File: config.mk
export PLATFORM = sky130hd
export DESIGN_NAME = quad_encoder_emulator
export DESIGN_NICKNAME = d
export VERILOG_FILES = /design/src/rtl/quad_encoder_emulator.sv
export SDC_FILE = /design/constraint.sdc
export NUM_CORES = 1
export LEC_CHECK = 0
export BUFFER_PORTS_ARGS = -buffer_cell sky130_fd_sc_hd__buf_2
export CAP_MARGIN = 5
export CORE_UTILIZATION = 33
export DETAILED_ROUTE_END_ITERATION = 6
export SETUP_SLACK_MARGIN = 0.1
export SYNTH_ARGS = -nofsm -noshare
export SYNTH_HDL_FRONTEND = slang
export SYNTH_SLANG_ARGS = --single-unit
File: constraint.sdc
create_clock -name refclk -period 6.6 [get_ports refclk]
set_input_delay 0.99 -clock refclk [delete_from_list [all_inputs] [get_ports refclk]]
set_output_delay 0.99 -clock refclk [all_outputs]
set_load 0.02 [all_outputs]
File: src/rtl/quad_encoder_emulator.sv
// quad_encoder_emulator: two-channel quadrature encoder waveform generator.
// A 40-cycle restoring divider turns the requested RPM into a step period;
// pinA/pinB walk the Gray sequence at that rate in the chosen direction.
// Optional index output: define QENC_INDEX_EN to drive pinZ once per
// revolution; otherwise pinZ is tied low and no index logic exists.
module quad_encoder_emulator #(
  parameter int unsigned CLK_FREQ = 100000000,
  parameter int unsigned PPR      = 12
) (
  input  logic        refclk,
  input  logic        resetN,
  input  logic [15:0] rpm_in,
  input  logic        dir_in,
  input  logic        load,
  output logic        busy,
  output logic        pinA,
  output logic        pinB,
  output logic        pinZ,
  output logic [31:0] step_period,
  output logic [31:0] rev_count
);

  localparam int unsigned POS_W = (4 * PPR > 1) ? $clog2(4 * PPR) : 1;
  localparam logic [POS_W-1:0] POS_LAST = POS_W'(4 * PPR - 1);
  localparam logic [39:0] DIVIDEND = 40'(64'(CLK_FREQ) * 64'd60);
  localparam logic [21:0] STEPS_PER_REV = 22'(4 * PPR);
  localparam logic [5:0] LAST_ITER = 6'd39;

  typedef enum logic [1:0] {IDLE, DIV, RUN} state_t;

  state_t           state;
  logic [15:0]      rpm_lat;
  logic             dir_lat;
  logic             run_dir;
  logic [21:0]      rem;
  logic [39:0]      quo;
  logic [5:0]       iter;
  logic [31:0]      step_cnt;
  logic [POS_W-1:0] pos;

  logic [21:0]      divisor;
  logic [22:0]      shifted;
  logic             ge;
  logic [21:0]      rem_n;
  logic [39:0]      quo_n;
  logic [31:0]      period_q;

  logic             adv;
  logic             wrap;
  logic [POS_W-1:0] pos_adv;
  logic             nxt_a;
  logic             nxt_b;

  // One restoring-division iteration plus result saturation/clamping.
  always_comb begin
    divisor  = 22'(rpm_lat) * STEPS_PER_REV;
    shifted  = {rem, quo[39]};
    ge       = (shifted >= {1'b0, divisor});
    rem_n    = ge ? 22'(shifted - {1'b0, divisor}) : shifted[21:0];
    quo_n    = {quo[38:0], ge};
    period_q = quo_n[31:0];
    if (|quo_n[39:32]) begin
      period_q = '1;
    end else if (quo_n[31:0] == '0) begin
      period_q = 32'd1;
    end
  end

  // Step timing and next quadrature/position values for the running direction.
  always_comb begin
    adv     = (step_period != '0) && (step_cnt == step_period - 32'd1);
    wrap    = run_dir ? (pos == POS_LAST) : (pos == '0);
    pos_adv = pos;
    nxt_a   = pinA;
    nxt_b   = pinB;
    if (run_dir) begin
      pos_adv = (pos == POS_LAST) ? '0 : pos + 1'b1;
      nxt_a   = ~pinB;
      nxt_b   = pinA;
    end else begin
      pos_adv = (pos == '0) ? POS_LAST : pos - 1'b1;
      nxt_a   = pinB;
      nxt_b   = ~pinA;
    end
  end

  // Control FSM, divider registers and step generator. Stepping keys off a
  // nonzero step_period so the old rate keeps running while a new one divides.
  always_ff @(posedge refclk or negedge resetN) begin
    if (!resetN) begin
      state       <= IDLE;
      busy        <= 1'b0;
      rpm_lat     <= '0;
      dir_lat     <= 1'b1;
      run_dir     <= 1'b1;
      rem         <= '0;
      quo         <= '0;
      iter        <= '0;
      step_cnt    <= '0;
      step_period <= '0;
      pos         <= '0;
      pinA        <= 1'b0;
      pinB        <= 1'b0;
      rev_count   <= '0;
    end else begin
      if (step_period != '0) begin
        if (adv) begin
          step_cnt <= '0;
          pinA     <= nxt_a;
          pinB     <= nxt_b;
          pos      <= pos_adv;
          if (wrap) begin
            rev_count <= rev_count + 32'd1;
          end
        end else begin
          step_cnt <= step_cnt + 32'd1;
        end
      end
      case (state)
        IDLE, RUN: begin
          if (load) begin
            if (rpm_in == '0) begin
              step_period <= '0;
              step_cnt    <= '0;
              state       <= IDLE;
            end else begin
              rpm_lat <= rpm_in;
              dir_lat <= dir_in;
              rem     <= '0;
              quo     <= DIVIDEND;
              iter    <= '0;
              busy    <= 1'b1;
              state   <= DIV;
            end
          end
        end
        DIV: begin
          rem  <= rem_n;
          quo  <= quo_n;
          iter <= iter + 6'd1;
          if (iter == LAST_ITER) begin
            step_period <= period_q;
            run_dir     <= dir_lat;
            step_cnt    <= '0;
            busy        <= 1'b0;
            state       <= RUN;
          end
        end
        default: begin
          state <= IDLE;
          busy  <= 1'b0;
        end
      endcase
    end
  end

`ifdef QENC_INDEX_EN
  // Index: high for the whole step spent at position 0 while generating.
  always_ff @(posedge refclk or negedge resetN) begin
    if (!resetN) begin
      pinZ <= 1'b0;
    end else if (state != DIV && load && rpm_in == '0) begin
      pinZ <= 1'b0;
    end else if (state == DIV && iter == LAST_ITER) begin
      pinZ <= ((adv ? pos_adv : pos) == '0);
    end else if (adv) begin
      pinZ <= (pos_adv == '0);
    end
  end
`else
  assign pinZ = 1'b0;
`endif

endmodule

==> reports/metrics.cfg <==
[status]
status = finished, final reports clean

[sta]
final.period_utilization_pct = 74.4
rsz0062_at_grt = false
fin_worst_skew_ps = 18.7
hold_violations = 0
finalMaxSlewViolations = 0
relSlewSlack_pct = 25.0
setup_viol = 0
fin_ws_ps = 1690
max_freq_mhz = 204
tns_ps = 0
fin_crit_ps = 4910
tightest_slew_ps = 1120

[pwr]
total_power_w = 0.00698
combinationalPowerShare_pct = 56.5
powerDensity_mw_per_mm2 = 554
ir_drop_mv = 0.376
leakagePower_nw = 5.64
pwr-share-seq_pct = 28.9
clockPowerShare_pct = 14.6
internal_power_w = 0.00381
p_sw_share_pct = 45.4
switching_power_w = 0.00317

[synthesis]
synth_flop_cell = dfrtp_1
synth-seq-cells = 193
async_flop_share_pct = 100
yosys_warnings = 0
synthesis.area_sq_mm = 0.0112
ys_seq_area_share_pct = 43.2
ys_types = 61
synth_area_per_cell_sq_um = 8.86
syn_nets = 1325
synth-edff-count = 0
synthCells = 1262

[global_route]
grt_pass1_wl_um = 43800
first_global_vias = 8593
antenna_found_initial = 0
grt_max_degree = 83
grtUsageTotal_pct = 15.7
grt-ovfl-total = 0

[clock_network]
post_cts_buffers = 0
cts_inserted_buffers = 17
cts-root-buf = clkbuf_16
clkTransAtPathRegs_ps = 80
cts_resized = 0
cts_max_level = 4
clk_path_buf_depth = 2
clock_latency_ps = 450
cts_tree = yes
hold_buffers = 0
clock_sinks = 193

[floorplanning]
ios = 88
dieHeight_um = 186
dieArea_sq_mm = 0.0346
start_util_pct = 33.4
die_w_um = 186
fp.coreArea_sq_mm = 0.0334
rows = 67

[critical_path]
slowest_stage = o21ai_2
critPathKind = flop to flop
cp.arrival_ps = 5220
critPathMaxStageDelay_ps = 890
worst_setup_path_start_kind = flop
end_kind = flop
cp_data_required_time_ps = 6920
critPathMaxFanout = 27
crit_path_cell_trace = ha_1, fa_1, a21oi_1, o21ai_0, a21oi_1, inv_1, a21oi_1, xor2_1, ha_1, nand2_1, o21ai_0, or3_1, o21ai_0, a21oi_1, o21ai_2, buf_4, or2_2, o21ai_0

[final_layout]
drive_above_1_share_pct = 12.3
finish.utilization_pct = 37.7
nets = 1383
area_growth_pct = 12.7
antennaDiodeCount = 0
fill_cells = 3380
design_area_sq_mm = 0.0126

[detailed_routing]
remaining_drc_errors = 0
vias_per_cell = 5.06
finalWirelength_um = 26100
dr_total_vias = 9007
drt_pass1_iterations = 7
drt_iter0_drc = 617
postRouteAntennaNets = 0
wl_per_cell_um = 14.6

[run]
drv_cap = 0

[place]
gp_congestion = 0.841
place.port_buffers = 86
placed_cell_area_sq_mm = 0.0120
place_hpwl_um = 18000
pre_cts_ws_ps = 1670

[worst_hold_path]
hold_path.class = flop to flop

-- flip-flops by register name (all words and copies together) (netlist names) --
register / count
busy: 1
dir_lat: 1
iter: 6
pinA: 1
pinB: 1
pos: 6
quo: 40
rem: 22
rev_count: 32
rpm_lat: 16
run_dir: 1
state: 2
step_cnt: 32
step_period: 32
-- per-layer routing --
metal | vias to the layer above | GRT usage, % | share of wire (%)
li1 | 4494 | - | -
met1 | 4320 | 21.9 | 50
met2 | 167 | 24.7 | 45
met3 | 26 | 2.64 | 3.2
met4 | 0 | 4.92 | 1.7
met5 | - | 0 | 0
-- per-stage QoR --
step / hold slack, ps / instances
floorplan: 460 / 1262
global placement: 460 / 1749
detailed placement: 476 / 1749
CTS: 489 / 1781
global route: 506 / 1781
finish: 478 / 1781
-- layout by cell type (no fill, tap or decap), types with 25 or more instances in the layout --
| master | n |
|---|---|
| xnor2_1 | 88 |
| a21oi_1 | 41 |
| ha_1 | 41 |
| nand2_1 | 196 |
| and3_1 | 31 |
| inv_1 | 25 |
| o21ai_0 | 125 |
| buf_2 | 85 |
| nor2_1 | 121 |
| nand3_1 | 48 |
| xor2_1 | 46 |
| nand4_1 | 31 |
| dfrtp_1 | 191 |
-- cell families after synthesis --
family | after synthesis | share of synthesized area, %
compound gates | 239 | 12.4
buf+inv | 83 | 3.13
mux | 29 | 2.88
simple gates | 540 | 22.9
fa+ha+maj | 43 | 4.95
xor+xnor | 134 | 10.5
other cells | 1 | 0.0336
flops | 193 | 43.2
-- final timing paths --
kind	from	end	slack [ps]	cells past startpoint
setup reg to reg	rpm_lat[1]	rem[20]	1690	18
max in group asynchronous	resetN	state[1]	4670	2
hold / removal	rev_count[31]	rev_count[31]	480	1
min in group asynchronous	resetN	step_cnt[10]	510	1
hold reg to reg	rev_count[31]	rev_count[31]	480	1
setup / recovery	rpm_lat[1]	rem[20]	1690	18
-- power by group through the flow --
stage                     logic [W]  clock network [W]  registers [W]
after floorplan             0.00315                  0        0.00195
after global placement      0.00387                  0        0.00203
after detailed placement    0.00396                  0        0.00203
after CTS                   0.00396            0.00105        0.00201
after global routing        0.00453            0.00110        0.00208
final                       0.00394            0.00102        0.00202
-- cells in the mapped netlist (7+ instances only) --
master / n / area share, %
mux2i_1: 7 / 0.63
nor4_1: 21 / 1.2
nor2b_1: 11 / 0.62
nor2_1: 121 / 4.1
or3_1: 11 / 0.62
and3_1: 31 / 1.7
a21oi_1: 41 / 1.8
nand2b_1: 11 / 0.62
and2_1: 10 / 0.56
inv_1: 25 / 0.84
xnor2_1: 88 / 6.9
mux2_2: 21 / 2.1
o21ai_0: 126 / 5.6
ha_1: 41 / 4.6
nand4_1: 31 / 1.7
nor3_1: 24 / 1.1
xor2_1: 46 / 3.6
a21o_1: 17 / 1.1
dfrtp_1: 191 / 43
clkbuf_1: 45 / 1.5
a31oi_1: 10 / 0.56
nand2_1: 196 / 6.6
nand3_1: 48 / 2.1
-- area by class of cell --
cell class	count	area (sq um)	area share [%]
multi-input combinational	986	6020	47.8
clock inverter	12	116	0.924
tap	448	561	4.45
clock buffer	20	457	3.62
timing repair buffer	97	522	4.14
inverter	25	93.8	0.745
sequential	193	4830	38.4
-- critical path: cells and delay by family, from the launching register on --
family                   cells  cell delay (ps)
XOR/XNOR                     1              170
adder cells (fa/ha/maj)      3              950
AO/OA/AOI/OAI                9             2290
flip-flops                   1              430
AND/OR/NAND/NOR              3              600
buffers and inverters        2              340
No activity file was read; power rests on OpenSTA's default activity.
